$ cat config.mk
export PLATFORM = sky130hd
export DESIGN_NAME = seg_scan_multi
export DESIGN_NICKNAME = d
export VERILOG_FILES = /design/src/rtl/seg_scan_multi.sv
export SDC_FILE = /design/constraint.sdc
export NUM_CORES = 1
export LEC_CHECK = 0
export ABC_AREA = 1
export CAP_MARGIN = 20
export CORE_UTILIZATION = 25
export CTS_BUF_LIST = sky130_fd_sc_hd__clkbuf_4 sky130_fd_sc_hd__clkbuf_8
export DETAILED_ROUTE_END_ITERATION = 6
export DONT_BUFFER_PORTS = 1
export PLACE_DENSITY = 0.37
export SYNTH_ARGS = -nofsm -noshare
export SYNTH_HDL_FRONTEND = slang
export SYNTH_SLANG_ARGS = --single-unit
$ cat constraint.sdc
create_clock -name clk -period 6.55 [get_ports clk]
set_input_delay 1.31 -clock clk [delete_from_list [all_inputs] [get_ports clk]]
set_output_delay 1.31 -clock clk [all_outputs]
set_load 0.1 [all_outputs]
$ cat src/rtl/seg_scan_multi.sv
// seg_scan_multi: multiplexed 7-segment display driver.
// Scans DIGITS digits using a clock-enable slot counter. Display data is held in
// shadow registers that reload once per frame. The driver also provides per-digit
// decimal points and enables, leading-zero blanking and 16-level PWM brightness.
module seg_scan_multi #(
  parameter int unsigned DIGITS         = 8,
  parameter int unsigned CLK_HZ         = 100_000_000,
  parameter int unsigned SCAN_HZ        = 4000,
  parameter int unsigned SEG_ACTIVE_LOW = 0,
  parameter int unsigned CS_ACTIVE_LOW  = 0
) (
  input  logic                  clk,
  input  logic                  rst,
  input  logic [4*DIGITS-1:0]   data,
  input  logic [DIGITS-1:0]     dp,
  input  logic [DIGITS-1:0]     digit_en,
  input  logic                  blank_lz,
  input  logic [3:0]            bright,
  output logic [7:0]            seg_data,
  output logic [DIGITS-1:0]     seg_cs,
  output logic                  frame_done
);

  localparam int unsigned SLOT_CYC = CLK_HZ / SCAN_HZ;
  localparam int unsigned SUB      = SLOT_CYC / 16;
  localparam int unsigned SLOT_W   = $clog2(SLOT_CYC);
  localparam int unsigned IDX_W    = (DIGITS > 1) ? $clog2(DIGITS) : 1;

  localparam logic [7:0]        SEG_MASK = (SEG_ACTIVE_LOW != 0) ? 8'hFF : 8'h00;
  localparam logic [DIGITS-1:0] CS_MASK  = (CS_ACTIVE_LOW != 0) ? {DIGITS{1'b1}} : {DIGITS{1'b0}};

  typedef enum logic {ST_LOAD, ST_SCAN} state_t;

  state_t                state;
  logic [SLOT_W-1:0]     slot_cnt;
  logic [IDX_W-1:0]      idx;
  logic [4*DIGITS-1:0]   data_sh;
  logic [DIGITS-1:0]     dp_sh;
  logic [DIGITS-1:0]     en_sh;
  logic                  blz_sh;
  logic [3:0]            bright_held;

  logic                  slot_last;
  logic                  frame_last;
  logic [3:0]            bright_eff;
  logic [3:0]            phase;
  logic [DIGITS-1:0]     lz_vec;
  logic                  zero_run;
  logic [3:0]            nib;
  logic                  cur_dp;
  logic                  cur_en;
  logic                  cur_lz;
  logic [DIGITS-1:0]     cs_onehot;
  logic [6:0]            hex_seg;
  logic                  lit;
  logic [7:0]            seg_next;
  logic [DIGITS-1:0]     cs_next;

  // Decode the slot position, PWM phase, leading-zero mask and current digit's segments.
  always_comb begin
    slot_last  = (slot_cnt == SLOT_W'(SLOT_CYC - 1));
    frame_last = slot_last && (idx == IDX_W'(DIGITS - 1));
    // At the first cycle of a slot, use the live brightness input. This is the
    // same value that gets latched into bright_held on that edge.
    bright_eff = (slot_cnt == '0) ? bright : bright_held;
    phase      = 4'(slot_cnt / SLOT_W'(SUB));

    // Walk from the most significant digit downwards, tracking whether every
    // nibble seen so far is zero.
    zero_run = 1'b1;
    lz_vec   = '0;
    for (int unsigned k = 0; k < DIGITS; k++) begin
      zero_run = zero_run & (data_sh[4*(DIGITS-1-k) +: 4] == 4'h0);
      lz_vec[DIGITS-1-k] = zero_run && blz_sh && (k != DIGITS - 1);
    end

    nib       = 4'h0;
    cur_dp    = 1'b0;
    cur_en    = 1'b0;
    cur_lz    = 1'b0;
    cs_onehot = '0;
    for (int unsigned i = 0; i < DIGITS; i++) begin
      if (idx == IDX_W'(i)) begin
        nib          = data_sh[4*i +: 4];
        cur_dp       = dp_sh[i];
        cur_en       = en_sh[i];
        cur_lz       = lz_vec[i];
        cs_onehot[i] = 1'b1;
      end
    end

    case (nib)
      4'h0: hex_seg = 7'h3F;
      4'h1: hex_seg = 7'h06;
      4'h2: hex_seg = 7'h5B;
      4'h3: hex_seg = 7'h4F;
      4'h4: hex_seg = 7'h66;
      4'h5: hex_seg = 7'h6D;
      4'h6: hex_seg = 7'h7D;
      4'h7: hex_seg = 7'h07;
      4'h8: hex_seg = 7'h7F;
      4'h9: hex_seg = 7'h6F;
      4'hA: hex_seg = 7'h77;
      4'hB: hex_seg = 7'h7C;
      4'hC: hex_seg = 7'h39;
      4'hD: hex_seg = 7'h5E;
      4'hE: hex_seg = 7'h79;
      default: hex_seg = 7'h71;
    endcase

    lit      = cur_en && (phase <= bright_eff);
    seg_next = lit ? {cur_dp, (cur_lz ? 7'h00 : hex_seg)} : 8'h00;
    cs_next  = lit ? cs_onehot : '0;
  end

  // Scan sequencer: post-reset shadow load, then slot/digit counting with per-frame reload.
  always_ff @(posedge clk) begin
    if (rst) begin
      state       <= ST_LOAD;
      slot_cnt    <= '0;
      idx         <= '0;
      data_sh     <= '0;
      dp_sh       <= '0;
      en_sh       <= '0;
      blz_sh      <= 1'b0;
      bright_held <= '0;
      seg_data    <= SEG_MASK;
      seg_cs      <= CS_MASK;
      frame_done  <= 1'b0;
    end else begin
      case (state)
        ST_LOAD: begin
          data_sh    <= data;
          dp_sh      <= dp;
          en_sh      <= digit_en;
          blz_sh     <= blank_lz;
          seg_data   <= SEG_MASK;
          seg_cs     <= CS_MASK;
          frame_done <= 1'b0;
          state      <= ST_SCAN;
        end
        default: begin
          seg_data   <= seg_next ^ SEG_MASK;
          seg_cs     <= cs_next ^ CS_MASK;
          frame_done <= frame_last;
          if (slot_cnt == '0) begin
            bright_held <= bright;
          end
          if (slot_last) begin
            slot_cnt <= '0;
            idx      <= frame_last ? '0 : idx + 1'b1;
          end else begin
            slot_cnt <= slot_cnt + 1'b1;
          end
          if (frame_last) begin
            data_sh <= data;
            dp_sh   <= dp;
            en_sh   <= digit_en;
            blz_sh  <= blank_lz;
          end
        end
      endcase
    end
  end

endmodule
==> impl_metrics.ini, run 1 <==
[run_status]
outcome = finished, final reports clean

[logic_synthesis]
synth_enable_flop_cells = 0
yosysMostFrequentCell = nand2_1
yosys_warnings = 0
syn_inst = 892
synth.avg_cell_area_sq_um = 6.67
synthFlopType = dfxtp_1
netlist_top_cells_count = nand2_1, nor2_1, dfxtp_1, o21ai_0, inv_1
yosysTopAreaCellShare_pct = 29.9
synth_top_area_cell = dfxtp_1
yosysUniqueCellTypes = 45
synth_area_leaders = dfxtp_1, nand2_1, nor2_1
syn_area_sq_um = 5950
ys_ff_latch = 89
synthArstFlopShare_pct = 0
ys_seq_area_share_pct = 29.9
syn-num-nets = 969

[global_routing]
antenna_found_initial = 0
grtUsageTotal_pct = 14.7
grt_pass1_wl_microns = 28200
grt_overflow = 0
grt_max_degree = 66
grt_pass1_vias = 5269

[finish]
drive_above_1_share_pct = 12.2
diodes = 0
area_growth_syn_to_layout_pct = 7.51
fin_nets = 955
stdcell_count = 1202
final_area_sq_um = 6400

[hold_path]
hold_path_class = flip-flop to flip-flop
min_from = data_sh[24]

[setup_path]
cp-end-kind = flip-flop
worst_path_most_repeated_cell = nand2_1
cp-start-kind = flip-flop
r2r-start = slot_cnt[6]
crit_start = slot_cnt[6]
cp_data_arrival_time_ns = 5.79
critPathMaxFanout = 11
slowest_stage = dfxtp_1
path_class = flip-flop to flip-flop
cpPeakStageDelay_ns = 0.48
cp.required_ns = 6.83

[clocking]
clock-sinks = 89
hold_buffers = 0
cts.repair.resized = 0
clk_path_buf_depth = 2
clk_latency_ns = 0.37
cts_tree = built
tritoncts.num_buffers = 9
cts_setup_buffers = 0
htree_levels = 3
cts_root_buf = clkbuf_8
clk_pin_slew_worst_paths_ns = 0.10

[placement]
post_dp_cell_area_sq_um = 6230
gp_congestion = 0.805
dp_hpwl_microns = 13400
preCtsSetupSlack_ns = 1.01
place.port_buffers = 0
dp_cells = 1186

[power]
power_density_nw_per_um2 = 164
power.leakage_nw = 3.02
power.total_mw = 1.05
peakVddDrop_mv = 0.0747

[sta]
timing.final.crit_share_pct = 84.1
finClkSkew_ns = 0.0136
rsz0062_at_grt = no
max_slew.worst_pin.slew_ns = 0.989
slew_viol_final = 0
max_freq_mhz = 182
setup_tns_ns = 0
max_slew_margin_pct = 34.0
setup_viol_count_final = 0
fin_ws_ns = 1.04
final-hold-violation-count = 0
period_needed_ns = 5.51

[floorplanning]
num_rows = 56
die_height_microns = 156
num_io_pins = 72
start_util_pct = 25.4
die_x_microns = 156
die_area_sq_um = 24400
coreArea_sq_um = 23400

[route]
via_count = 5351
drt_iter0_drc = 221
route.detailed.drc = 0
wl_per_cell_microns = 14.4
first_pass_iters = 5
vias_per_cell = 4.45
wl_microns = 17300
ant_nets = 0

[run]
cap_viol_max_count = 0
-- critical path: cells and delay by family (launching register included) --
kind	cells	cell delay, ns
simple gates	33	3.29
buf+inv	3	0.21
fa+ha+maj	2	0.37
flops	1	0.48
compound gates	6	1.02
-- metal layers --
| layer | up-vias | track usage (%) | share of wire (%) |
|---|---|---|---|
| met1 | 2384 | 19.1 | 48 |
| met5 | - | 0 | 0 |
| met2 | 78 | 25.4 | 48 |
| li1 | 2875 | - | - |
| met4 | 0 | 3.97 | 1.2 |
| met3 | 14 | 1.97 | 2.7 |
-- sequential cells by signal, summed over array words and instances (netlist names) --
signal,cells
blz_sh,1
data_sh,32
state,1
dp_sh,8
frame_done,1
en_sh,8
slot_cnt,15
bright_held,4
idx,3
seg_cs,8
seg_data,8
-- path summary, 6_finish.rpt --
path              cells after the start           to  slack (ns)
hold reg to reg                       2  data_sh[24]        0.48
hold / removal                        2  data_sh[24]        0.48
setup reg to reg                     44  seg_data[1]        1.04
setup / recovery                     44  seg_data[1]        1.04
-- placed cells by master (no fill, tap or decap), types with 9 or more instances in the layout --
cell      instances
nand2_2          28
inv_2            19
ha_1             22
nor3_1            9
o211ai_1         12
dfxtp_1          89
nand2_4          14
a21oi_1          40
inv_1            84
nor2_1          129
nand2_1         171
clkbuf_8          9
xor2_1           17
o21ai_0          85
nand3_1          71
-- cells by family (layout without fill, tap and decap cells) --
group           Yosys count  count (layout)  synth area share, %
compound gates          168             168                 16.2
xor+xnor                 17              17                 2.50
fa+ha+maj                22              22                 4.63
buf+inv                 134             125                 9.21
flops                    89              89                 29.9
mux                       4               4                0.694
simple gates            458             458                 36.8
-- through the flow --
step | hold slack [ns] | utilization (%)
after detailed placement | 0.465 | 26.6
final | 0.478 | 27.3
after global placement | 0.465 | 26.6
after global routing | 0.502 | 27.3
after CTS | 0.478 | 27.3
after floorplan | 0.425 | -
-- power by group --
group | leakage, nW | internal (mW) | switching, mW | total, mW
clock | 0.0814 | 0.137 | 0.212 | 0.349
combinational | 2.21 | 0.0357 | 0.0688 | 0.104
sequential | 0.732 | 0.567 | 0.0270 | 0.594
total | 3.02 | 0.740 | 0.308 | 1.05
-- cell type report --
class                   count  area (sq um)
clock buffers               9           124
clock inverters             7          46.3
fillers                  2662         17000
inverters                 105           395
multi-input cells         669          3620
flip-flops and latches     89          1780
well taps                 319           399
repair buffers              4          30.0
(Power assumes the default switching activity.)
==> inputs of run 2 (changes only) <==
--- a/config.mk
+++ b/config.mk
@@ -11,7 +11,7 @@
 export CTS_BUF_LIST = sky130_fd_sc_hd__clkbuf_4 sky130_fd_sc_hd__clkbuf_8
 export DETAILED_ROUTE_END_ITERATION = 6
 export DONT_BUFFER_PORTS = 1
-export PLACE_DENSITY = 0.37
+export PLACE_DENSITY = 0.39
 export SYNTH_ARGS = -nofsm -noshare
 export SYNTH_HDL_FRONTEND = slang
 export SYNTH_SLANG_ARGS = --single-unit
==> constraint.sdc (replaced) <==
create_clock -name clk -period 4.45 [get_ports clk]
set_input_delay 0.89 -clock clk [delete_from_list [all_inputs] [get_ports clk]]
set_output_delay 0.89 -clock clk [all_outputs]
set_load 0.1 [all_outputs]
==> impl_metrics.ini, run 2 (synthesis results as in run 1) <==
[global_routing]
top_usage_layer = met2
met3_usage_pct = 1.72
antenna_found_initial = 0
grt_overflow = 0
grtUsageTotal_pct = 16.1
grt_use_met1_pct = 20.4
grt_max_degree = 61
grt_pass1_wl_microns = 31100
met2_usage_pct = 29.0
grt_pass1_vias = 6104

[sta]
max_slew_margin_pct = 34.1
period_needed_ns = 4.85
setup_tns_ns = -5.28
worst_hold_slack_ns = 0.479
max_slew.worst_pin.slew_ns = 0.987
final-hold-violation-count = 0
rsz0062_at_grt = yes
finClkSkew_ns = 0.0101
setup_viol_count_final = 16
fin_ws_ns = -0.402
max_freq_mhz = 206
slew_viol_final = 0
timing.final.crit_share_pct = 109

[clocking]
cts_tree = built
clk_pin_slew_worst_paths_ns = 0.10
cts_root_buf = clkbuf_8
clk_path_buf_depth = 2
tritoncts.num_buffers = 9
htree_levels = 3
clock-sinks = 89
clk_latency_ns = 0.36

[setup_path]
cp-endpoint = seg_data[4]
critPathMaxFanout = 8
cp-start-kind = flip-flop
cp.required_ns = 4.73
r2r_slack_ns = -0.40
rr_endpoint = seg_data[4]
worst_path_most_repeated_cell = nand2_4
cpPeakStageDelay_ns = 0.34
r2r.worst_path.cells = 44
cp_data_arrival_time_ns = 5.13
path_class = flip-flop to flip-flop
r2r-start = slot_cnt[0]
crit_start = slot_cnt[0]
slowest_stage = dfxtp_2
cp-end-kind = flip-flop

[route]
wl_per_cell_microns = 14.2
drt_iter0_drc = 185
via_count = 6028
route.detailed.drc = 0
vias_per_cell = 4.48
ant_nets = 0
first_pass_iters = 7
wl_microns = 19000

[power]
power.leakage_nw = 3.89
peakVddDrop_mv = 0.153
power_density_nw_per_um2 = 191

[finish]
largest_reg_flops = 32
drive_above_1_share_pct = 34.4
fin_nets = 1098
top_register = data_sh
final_util_pct = 35.0
reg_top3 = data_sh (32), slot_cnt (15)
mostFrequentLayoutCell = nand2_1
n_fill_cell = 2579
area_growth_syn_to_layout_pct = 37.8
most-common-layout-cells = nand2_1, buf_4, nor2_1, o21ai_0, dfxtp_1
diodes = 0

[run_status]
violations = negative setup slack
outcome = finished with violations

[floorplanning]
die_area_sq_um = 24400
num_io_pins = 72
coreArea_sq_um = 23400
num_rows = 56
die_x_microns = 156
start_util_pct = 25.4
die_height_microns = 156

[hold_path]
hold_path_class = flip-flop to flip-flop

[placement]
dp_hpwl_microns = 14300
gp_congestion = 0.795
place.port_buffers = 0

[run]
cap_viol_max_count = 0
run 2: area by class of cell:
class / count / area (sq um) / area share, %
clock buffer: 10 / 138 / 1.68
clock inverter: 6 / 43.8 / 0.534
inverter: 105 / 402 / 4.90
multi-input combinational: 673 / 4250 / 51.8
sequential: 89 / 1790 / 21.9
tap: 319 / 399 / 4.87
timing repair buffer: 143 / 1180 / 14.4
run 2: metal layers:
layer | vias up | routed length [microns]
li1 | 3164 | -
met1 | 2766 | 8760
met2 | 90 | 9670
met3 | 8 | 459
met4 | 0 | 148
met5 | - | 0
run 2: worst min-delay path by stage:
stage / from / endpoint / depth (start not counted)
after floorplan: data_sh[2] / data_sh[2] / 2
after detailed placement: bright_held[3] / bright_held[3] / 2
after global routing: data_sh[19] / data_sh[19] / 2
after CTS: data_sh[19] / data_sh[19] / 2
final: data_sh[2] / data_sh[2] / 2
after global placement: data_sh[19] / data_sh[19] / 2
run 2: through the flow:
stage          instance area [sq um]  setup WS [ns]  power (mW)  cells
2_1_floorplan                   6050         -0.116        1.00    892
3_3_place_gp                    7180         -0.565        1.06   1296
3_5_place_dp                    7180         -0.595        1.06   1296
4_1_cts                         7940         -0.296        1.60   1337
5_1_grt                         8200         -0.807        1.65   1345
6_report                        8200         -0.402        1.57   1345
run 2: worst max-delay path: cells and delay by family, from the launching register on:
kind | cells | cell delay (ns)
AND/OR/NAND/NOR | 30 | 2.78
flip-flops | 1 | 0.34
buffers and inverters | 6 | 0.55
adder cells (fa/ha/maj) | 2 | 0.36
AO/OA/AOI/OAI | 6 | 0.71
run 2: power by group:
group | leakage (nW) | internal (mW) | switching, mW
registers | 0.735 | 0.833 | 0.0370
logic | 3.07 | 0.0634 | 0.108
clock network | 0.0805 | 0.218 | 0.310
run 2: timing repair:
action	in CTS	in global routing
cloned	4	0
pin swaps	22	33
setup endpoints to repair	16	16
resized for setup	92	47
setup buffers	21	8
hold buffers	0	0
==> inputs of run 3 (changes only) <==
--- a/config.mk
+++ b/config.mk
@@ -7,11 +7,11 @@
 export LEC_CHECK = 0
 export ABC_AREA = 1
 export CAP_MARGIN = 20
-export CORE_UTILIZATION = 25
+export CORE_UTILIZATION = 60
 export CTS_BUF_LIST = sky130_fd_sc_hd__clkbuf_4 sky130_fd_sc_hd__clkbuf_8
 export DETAILED_ROUTE_END_ITERATION = 6
 export DONT_BUFFER_PORTS = 1
-export PLACE_DENSITY = 0.39
+export PLACE_DENSITY = 0.78
 export SYNTH_ARGS = -nofsm -noshare
 export SYNTH_HDL_FRONTEND = slang
 export SYNTH_SLANG_ARGS = --single-unit
==> impl_metrics.ini, run 3 (synthesis results as in run 1) <==
[run]
cap_viol_max_count = 0

[sta]
timing.final.crit_share_pct = 118
final-hold-violation-count = 0
slew_viol_final = 0
worst_hold_slack_ns = 0.468
max_slew_margin_pct = 34.4
period_needed_ns = 5.23
fin_ws_ns = -0.781
max_slew.worst_pin.slew_ns = 0.982
finClkSkew_ns = 0.00970
setup_tns_ns = -11.03
setup_viol_count_final = 16
max_freq_mhz = 191
rsz0062_at_grt = yes

[route]
first_pass_iters = 5
vias_per_cell = 5.89
drt_iter0_drc = 403
via_count = 6755
wl_met2_microns = 9610
route.detailed.drc = 0
route.met3.wl_microns = 1370
drt-met1-wl_microns = 7630
wl_per_cell_microns = 17.3
ant_nets = 0
wl_microns = 19800
highest_layer = met4

[power]
power.leakage_nw = 3.83
power_density_nw_per_um2 = 193
peakVddDrop_mv = 0.263
power.total_mw = 1.52

[setup_path]
slowest_stage = dfxtp_4
cp-end-kind = flip-flop
cp_data_arrival_time_ns = 5.49
crit_buf_inv = 7
critPathMaxFanout = 8
cp.required_ns = 4.71
r2r-start = slot_cnt[6]
r2r_slack_ns = -0.78
crit_cells = 41
critPathTopFamily = simple AND/OR/NAND/NOR gates
cpPeakStageDelay_ns = 0.39
worst_path_most_repeated_cell = nand2_1
cp-start-kind = flip-flop
r2r.worst_path.cells = 41
path_class = flip-flop to flip-flop
rr_endpoint = seg_data[1]

[global_routing]
grt_pass1_vias = 6260
antenna_found_initial = 0
grt_pass1_wl_microns = 28700
grt_overflow = 0
grtUsageTotal_pct = 34.9
grt_max_degree = 69

[clocking]
cts_root_buf = clkbuf_8
htree_levels = 3
cts_tree = built
tritoncts.num_buffers = 9
clk_path_buf_depth = 2
clock-sinks = 89
clk_latency_ns = 0.35
clk_pin_slew_worst_paths_ns = 0.08

[finish]
n_fill_cell = 600
drive_above_1_share_pct = 33.5
final_util_pct = 83.7
diodes = 0
most-common-layout-cells = nand2_1, buf_4, nor2_1, dfxtp_1, o21ai_0
mostFrequentLayoutCell = nand2_1
area_growth_syn_to_layout_pct = 32.4
top_register = data_sh
fin_nets = 1091
reg_top3 = data_sh (32), slot_cnt (15)
largest_reg_flops = 32

[placement]
dp_hpwl_microns = 12100
gp_congestion = 0.904
preCtsSetupSlack_ns = -0.591
place.port_buffers = 0

[run_status]
violations = negative setup slack
outcome = finished with violations

[hold_path]
min_from = data_sh[2]
hold_path_class = flip-flop to flip-flop
holdPathStages = 2
worstHoldEndpoint = data_sh[2]

[floorplanning]
die_x_microns = 102
die_height_microns = 102
coreArea_sq_um = 9420
num_rows = 35
num_io_pins = 72
start_util_pct = 63.2
die_area_sq_um = 10300
==> run 3: cell count changes in the layout (fill, tap and decap cells not counted), sizes merged <==
cell,change
buf,-6
clkinvlp,-3
clkbuf,+2
clkinv,+1
inv,-1
nand2,-1
==> run 3: worst max path at each step <==
| stage | startpoint | to |
|---|---|---|
| finish | slot_cnt[6] | seg_data[1] |
| floorplan | slot_cnt[6] | seg_data[1] |
| detailed placement | slot_cnt[1] | seg_data[4] |
| global placement | slot_cnt[0] | seg_data[4] |
| CTS | slot_cnt[6] | seg_data[1] |
| global route | slot_cnt[6] | seg_data[6] |
==> run 3: layout make-up <==
| cell class | instances | area, sq um | share of cell area (%) |
|---|---|---|---|
| inverters | 105 | 400 | 5.08 |
| well taps | 129 | 161 | 2.05 |
| clock inverters | 3 | 17.5 | 0.222 |
| repair buffers | 137 | 1090 | 13.8 |
| clock buffers | 12 | 153 | 1.94 |
| multi-input cells | 672 | 4270 | 54.2 |
| flip-flops and latches | 89 | 1790 | 22.7 |
==> run 3: timing repair <==
item	in CTS	in global routing
setup endpoints to repair	16	16
pin swaps	29	40
resized for setup	75	63
setup buffers	25	10
cloned	2	1
hold buffers	0	0
hold endpoints to repair	0	0
==> run 3: where the power goes <==
part | switching [mW] | internal, mW | total [mW] | leakage [nW]
logic | 0.105 | 0.0621 | 0.167 | 3.01
clock network | 0.259 | 0.226 | 0.485 | 0.0891
registers | 0.0371 | 0.833 | 0.870 | 0.735
==> run 3: worst reg2reg max path: cells and delay by family (launching register included) <==
kind | cells | cell delay (ns)
simple gates | 26 | 2.71
compound gates | 6 | 0.83
buf+inv | 7 | 0.76
fa+ha+maj | 2 | 0.46
flops | 1 | 0.39
==> run 3: through the flow <==
| stage | instance area [sq um] | std cells |
|---|---|---|
| 5_1_grt | 7880 | 1147 |
| 3_3_place_gp | 6820 | 1094 |
| 2_1_floorplan | 6050 | 892 |
| 6_report | 7880 | 1147 |
| 3_5_place_dp | 6820 | 1094 |
| 4_1_cts | 7550 | 1136 |
==> run 3: layer usage <==
metal	vias up	GRT usage [%]
li1	3147	-
met1	3079	40.0
met2	400	60.4
met3	129	6.56
met4	0	20.7
met5	-	0
